File: src/rtl/octave_select.sv
// Octave up/down button front end: 2-flop synchronizer, debouncer and press detector per button,
// driving a saturating octave register. Define AUTOREPEAT_EN to add hold-to-repeat timers.
module octave_select #(
  parameter int DEBOUNCE_CYCLES = 500000,
  parameter int OCT_MIN         = 1,
  parameter int OCT_MAX         = 7,
  parameter int OCT_RESET       = 4,
  parameter int REPEAT_DELAY    = 50000000,
  parameter int REPEAT_PERIOD   = 20000000
) (
  input  logic       clk,
  input  logic       rst,
  input  logic       btn_up,
  input  logic       btn_down,
  output logic [2:0] octave,
  output logic       octave_changed,
  output logic       at_limit
);

  localparam int DB_W = $clog2(DEBOUNCE_CYCLES + 1);
  localparam logic AT_LIMIT_RST = (OCT_RESET == OCT_MIN) || (OCT_RESET == OCT_MAX);

  // Catch parameter sets that cannot fit the 3-bit octave or would never debounce.
  generate
    if (OCT_MIN < 1 || OCT_MAX > 7 || OCT_MIN > OCT_MAX || OCT_RESET < OCT_MIN ||
        OCT_RESET > OCT_MAX || DEBOUNCE_CYCLES < 1 || REPEAT_DELAY < 1 || REPEAT_PERIOD < 1)
    begin : g_bad_params
      $error("octave_select: illegal parameter set");
    end
  endgenerate

  logic [1:0] raw;
  logic [1:0] step;     // bit 0 = up, bit 1 = down

  assign raw = {btn_down, btn_up};

`ifdef AUTOREPEAT_EN
  localparam int RP_W = $clog2((REPEAT_DELAY > REPEAT_PERIOD ? REPEAT_DELAY : REPEAT_PERIOD) + 1);
  logic [1:0] level_vec;
`endif

  genvar gi;
  generate
    for (gi = 0; gi < 2; gi++) begin : g_btn
      logic            sync1_reg;
      logic            sync2_reg;
      logic            level_reg;
      logic            level_prev_reg;
      logic [DB_W-1:0] cnt_reg;
      logic            press;

      // The level only flips once DEBOUNCE_CYCLES+1 consecutive samples disagree with it,
      // so any excursion of DEBOUNCE_CYCLES samples or fewer is rejected.
      always_ff @(posedge clk or posedge rst) begin
        if (rst) begin
          sync1_reg      <= 1'b0;
          sync2_reg      <= 1'b0;
          level_reg      <= 1'b0;
          level_prev_reg <= 1'b0;
          cnt_reg        <= '0;
        end else begin
          sync1_reg      <= raw[gi];
          sync2_reg      <= sync1_reg;
          level_prev_reg <= level_reg;
          if (sync2_reg != level_reg) begin
            if (cnt_reg == DB_W'(DEBOUNCE_CYCLES)) begin
              level_reg <= ~level_reg;
              cnt_reg   <= '0;
            end else begin
              cnt_reg <= cnt_reg + 1'b1;
            end
          end else begin
            cnt_reg <= '0;
          end
        end
      end

      assign press = level_reg & ~level_prev_reg;

`ifdef AUTOREPEAT_EN
      logic [RP_W-1:0] timer_reg;
      logic            repeating_reg;
      logic            single;
      logic            fire;

      assign level_vec[gi] = level_reg;
      // Timers only run while this button alone is held; holding both freezes them at 0.
      assign single = level_reg & ~level_vec[1-gi];
      assign fire   = single & (repeating_reg ? (timer_reg == RP_W'(REPEAT_PERIOD))
                                              : (timer_reg == RP_W'(REPEAT_DELAY)));

      always_ff @(posedge clk or posedge rst) begin
        if (rst) begin
          timer_reg     <= '0;
          repeating_reg <= 1'b0;
        end else if (single) begin
          if (fire) begin
            timer_reg     <= RP_W'(1);
            repeating_reg <= 1'b1;
          end else begin
            timer_reg <= timer_reg + 1'b1;
          end
        end else begin
          timer_reg     <= '0;
          repeating_reg <= 1'b0;
        end
      end

      assign step[gi] = press | fire;
`else
      assign step[gi] = press;
`endif
    end
  endgenerate

  logic [2:0] octave_reg, octave_next;
  logic       changed_reg, changed_next;
  logic       at_limit_reg, at_limit_next;

  // Simultaneous up and down requests cancel; steps past either limit are dropped.
  always_comb begin
    octave_next  = octave_reg;
    changed_next = 1'b0;
    if (step == 2'b01 && octave_reg < 3'(OCT_MAX)) begin
      octave_next  = octave_reg + 3'd1;
      changed_next = 1'b1;
    end else if (step == 2'b10 && octave_reg > 3'(OCT_MIN)) begin
      octave_next  = octave_reg - 3'd1;
      changed_next = 1'b1;
    end
    at_limit_next = (octave_next == 3'(OCT_MIN)) || (octave_next == 3'(OCT_MAX));
  end

  always_ff @(posedge clk or posedge rst) begin
    if (rst) begin
      octave_reg   <= 3'(OCT_RESET);
      changed_reg  <= 1'b0;
      at_limit_reg <= AT_LIMIT_RST;
    end else begin
      octave_reg   <= octave_next;
      changed_reg  <= changed_next;
      at_limit_reg <= at_limit_next;
    end
  end

  assign octave         = octave_reg;
  assign octave_changed = changed_reg;
  assign at_limit       = at_limit_reg;

endmodule

File: config.mk
export PLATFORM = sky130hd
export DESIGN_NAME = octave_select
export DESIGN_NICKNAME = d
export VERILOG_FILES = /design/src/rtl/octave_select.sv
export SDC_FILE = /design/constraint.sdc
export NUM_CORES = 1
export LEC_CHECK = 0
export ABC_CLOCK_PERIOD_IN_PS = 1900
export BUFFER_PORTS_ARGS = -buffer_cell sky130_fd_sc_hd__buf_2
export CAP_MARGIN = 20
export CORE_UTILIZATION = 55
export DETAILED_ROUTE_END_ITERATION = 10
export GPL_ROUTABILITY_DRIVEN = 0
export PLACE_DENSITY_LB_ADDON = 0.15
export SETUP_SLACK_MARGIN = 0.5
export SLEW_MARGIN = 15
export SYNTH_ARGS = -nofsm -noshare
export SYNTH_HDL_FRONTEND = slang
export SYNTH_SLANG_ARGS = --single-unit
File: constraint.sdc
create_clock -name clk -period 1.9 [get_ports clk]
set_clock_uncertainty 0.2 [all_clocks]
set_input_delay 0.19 -clock clk [delete_from_list [all_inputs] [get_ports clk]]
set_output_delay 0.19 -clock clk [all_outputs]
set_load 0.02 [all_outputs]
==> flow_metrics.tcl <==
set metrics [dict create \
    drt_first_iter_violations 95 \
    critPathMaxStageDelay_ps 390 \
    pre_cts_slack_ps -60.0 \
    setup_violations 26 \
    grt_overflow 0 \
    routed_via_density 5.48 \
    clock_tree.root_cell "sky130_fd_sc_hd__clkbuf_8" \
    fin_tns_setup_ps -692 \
    synth-xor-area-share_pct 12.3 \
    area_growth_syn_to_layout_pct 38.5 \
    clock-sinks 51 \
    layout.nets 328 \
    drive_above_1_share_pct 39.9 \
    endpoint_arrival_time_on_the_critical_path_ps 1960 \
    synth_compound_gate_area_share_pct 4.88 \
    synth_simple_gate_area_share_pct 24.4 \
    timing.final.hold_violations 0 \
    status "complete, but fails checks" \
    crit_path_end_kind "register" \
    timing.fmax_ghz 0.507 \
    cts-buffers-inserted 5 \
    total_leakage_power_uw 0.00159 \
    timing.critical_path.buf_inv 2 \
    cts_tree "done" \
    clk_pin_slew_worst_paths_ps 90 \
    clock_latency_ps 300 \
    buffer_ports.inserted 8 \
    r2r-start "g_btn[0].cnt_reg[0]$_DFF_PP0_" \
    layout_common_cells "48 x sky130_fd_sc_hd__dfrtp_1, 40 x sky130_fd_sc_hd__buf_4, 25 x sky130_fd_sc_hd__nor2_1" \
    power.density_nw_per_um2 532 \
    critical_path.cell_chain "inv_1, ha_1, nor4b_4, nand3_2, nor4_4, buf_4, mux2_4" \
    die-area_um2 4940 \
    synth.ff_latch_count 51 \
    largest_family_of_logic_cells_by_synthesized_area "simple AND/OR/NAND/NOR gates" \
    syn-mean-instance-area_um2 10.2 \
    die_w_um 70.3 \
    hold_start "g_btn[0].sync1_reg$_DFF_PP0_" \
    detail_route.wl_per_cell_um 15.1 \
    antenna_violating_nets_post_route 0 \
    vdd.ir_drop.worst_uv 471 \
    worstPathMaxFanout 2 \
    antennaDiodeCount 0 \
    unrepaired_setup_endpoints_after_global_routing "true" \
    netlist.top_cell.by_area "sky130_fd_sc_hd__dfrtp_1" \
    initial_antenna_violation_count 0 \
    synth_area_um2 2570 \
    final_period_minus_worst_setup_slack_ps 1970 \
    min_period_over_period_pct 104 \
    violations "setup timing" \
    synth_largest_type_area_fraction_pct 48.8 \
    critPathRequiredTime_ps 1890 \
    totalWireLength_mm 5.59 \
    placement_rows 24 \
    critPathLaunch "g_btn[0].cnt_reg[0]$_DFF_PP0_" \
    holdCritPathClass "register to register" \
    max-slew-margin-rel_pct 65.8 \
    cp_slowest_cell "sky130_fd_sc_hd__dfrtp_1" \
    muxShareOfSynthArea_pct 0.878 \
    synth-warning-count 0 \
    arithmetic_cell_share_of_the_synthesized_area_counting_full_adders_half_adders_and_majority_gates_pct 3.41 \
    total_placed_cells_including_tap_cells 342 \
    nFillCells 262 \
    layout_cells_excl_fill 370 \
    slew_violations 0 \
    whs_ps 154 \
    cts_buffer_depth 2 \
    die-height_um 70.3 \
    timing_worst_slew_pin_value_ps 512 \
    grt_pass1_wl_mm 9.12 \
    synth.area.top_cells "sky130_fd_sc_hd__dfrtp_1 49%, sky130_fd_sc_hd__nor2_1 6.6%, sky130_fd_sc_hd__xor2_1 6.5%" \
    detailed_route_drc_error_count 0 \
    grt_start_max_net_pins 31 \
    cts_max_level 2 \
    largest_register_ff_count 38 \
    vias 2027 \
    cp_top_family "simple AND/OR/NAND/NOR gates" \
    layout.cells.most_common "sky130_fd_sc_hd__dfrtp_1" \
    first_global_vias 1982 \
    cap_viol_max_count 0 \
    start_util_pct 58.1 \
    critPathKind "register to register" \
    grt_util_all_layers_pct 23.3 \
    worst_slack_ps -73.5 \
    drtPass1Iterations 5 \
    synthDistinctLibCells 41 \
    core_area_um2 4410 \
    synth-seq-area-share_pct 49.8 \
    syn-num-nets 263 \
    critPathLaunchType "register" \
    hpwlAfterDp_mm 3.18 \
    boundaryPins 9 \
    post_syn_instances 252 \
]
-- cell families (layout without fill, tap and decap cells) --
group	Yosys count	after routing
flops	51	51
fa+ha+maj	7	7
xor+xnor	36	36
compound gates	17	17
buf+inv	20	86
simple gates	119	119
mux	2	2
-- metrics by stage --
step	utilization (%)	instance area (um^2)	power [uW]
floorplan	-	2620	1200
global placement	67.4	2980	1230
detailed placement	67.4	2980	1230
CTS	75.5	3330	1880
global route	80.5	3550	1970
finish	80.5	3550	1890
-- final timing paths --
path                                             endpoint  slack [ps]  cells past startpoint
max in group asynchronous  g_btn[1].cnt_reg[15]$_DFF_PP0_         710                      4
min                          g_btn[0].sync2_reg$_DFF_PP0_         150                      0
min reg2reg                  g_btn[0].sync2_reg$_DFF_PP0_         150                      0
max reg2reg                g_btn[0].level_reg$_DFFE_PP0P_         -70                      7
max                        g_btn[0].level_reg$_DFFE_PP0P_         -70                      7
min in group asynchronous              at_limit$_DFF_PP0_         290                      3
-- cell usage after synthesis --
| library cell | n |
|---|---|
| sky130_fd_sc_hd__dfrtp_1 | 50 |
| sky130_fd_sc_hd__nor2_1 | 45 |
| sky130_fd_sc_hd__xor2_1 | 19 |
| sky130_fd_sc_hd__nand3_1 | 17 |
| sky130_fd_sc_hd__xnor2_1 | 17 |
| sky130_fd_sc_hd__inv_1 | 12 |
| sky130_fd_sc_hd__nand2_1 | 12 |
| sky130_fd_sc_hd__and3_1 | 10 |
| sky130_fd_sc_hd__ha_1 | 7 |
| sky130_fd_sc_hd__and4_1 | 5 |
| sky130_fd_sc_hd__nand4_1 | 5 |
| sky130_fd_sc_hd__nor2b_1 | 4 |
| sky130_fd_sc_hd__nor4b_1 | 4 |
| sky130_fd_sc_hd__a211oi_1 | 3 |
| sky130_fd_sc_hd__a21oi_1 | 3 |
| sky130_fd_sc_hd__a2111o_1 | 2 |
| sky130_fd_sc_hd__and2_1 | 2 |
| sky130_fd_sc_hd__and3_2 | 2 |
| sky130_fd_sc_hd__buf_6 | 2 |
| sky130_fd_sc_hd__clkbuf_1 | 2 |
| sky130_fd_sc_hd__mux2_2 | 2 |
| sky130_fd_sc_hd__nor3_1 | 2 |
| sky130_fd_sc_hd__nor3b_1 | 2 |
| sky130_fd_sc_hd__nor4_2 | 2 |
| sky130_fd_sc_hd__o211ai_1 | 2 |
| sky130_fd_sc_hd__o21ai_0 | 2 |
| sky130_fd_sc_hd__or2_1 | 2 |
| sky130_fd_sc_hd__or4b_1 | 2 |
| sky130_fd_sc_hd__a21o_1 | 1 |
| sky130_fd_sc_hd__a22oi_1 | 1 |
| sky130_fd_sc_hd__buf_12 | 1 |
| sky130_fd_sc_hd__buf_2 | 1 |
| sky130_fd_sc_hd__buf_4 | 1 |
| sky130_fd_sc_hd__clkbuf_2 | 1 |
| sky130_fd_sc_hd__dfstp_2 | 1 |
| sky130_fd_sc_hd__nand2b_1 | 1 |
| sky130_fd_sc_hd__nor4_1 | 1 |
| sky130_fd_sc_hd__o21bai_1 | 1 |
| sky130_fd_sc_hd__o32ai_1 | 1 |
| sky130_fd_sc_hd__o41ai_1 | 1 |
| sky130_fd_sc_hd__or3_1 | 1 |
-- final cells by class --
| type | count | area (um^2) | share of cell area [%] |
|---|---|---|---|
| Timing Repair Buffer | 66 | 631 | 17.7 |
| Clock buffer | 7 | 86.3 | 2.43 |
| Multi-Input combinational cell | 181 | 1440 | 40.4 |
| Clock inverter | 1 | 5.00 | 0.141 |
| Sequential cell | 51 | 1280 | 36.0 |
| Inverter | 12 | 51.3 | 1.44 |
| Tap cell | 52 | 65.1 | 1.83 |
-- routing by layer --
| metal | vias up | routed length, um | global-route usage, % |
|---|---|---|---|
| met5 | - | 0 | 0 |
| met4 | 0 | 105 | 6.89 |
| met3 | 12 | 168 | 4.91 |
| met2 | 30 | 2790 | 37.4 |
| met1 | 1003 | 2530 | 32.0 |
| li1 | 982 | - | - |
-- power breakdown --
group / internal (uW) / switching (uW) / leakage (uW) / total [uW]
registers: 1100 / 13.9 / 0.000691 / 1110
logic: 70.9 / 73.7 / 0.000851 / 145
clock network: 294 / 339 / 0.0000482 / 634
total: 1460 / 427 / 0.00159 / 1890
-- what timing repair did --
| item | in CTS | in global routing |
|---|---|---|
| setup buffers | 6 | 7 |
| resized for setup | 38 | 30 |
| gates cloned | 1 | 3 |
| hold buffers | 3 | 0 |
| setup endpoints to repair | 48 | 48 |
| hold endpoints to repair | 22 | 0 |
| pin swaps | 5 | 8 |
Note: power is estimated with default switching activity, not from simulation.
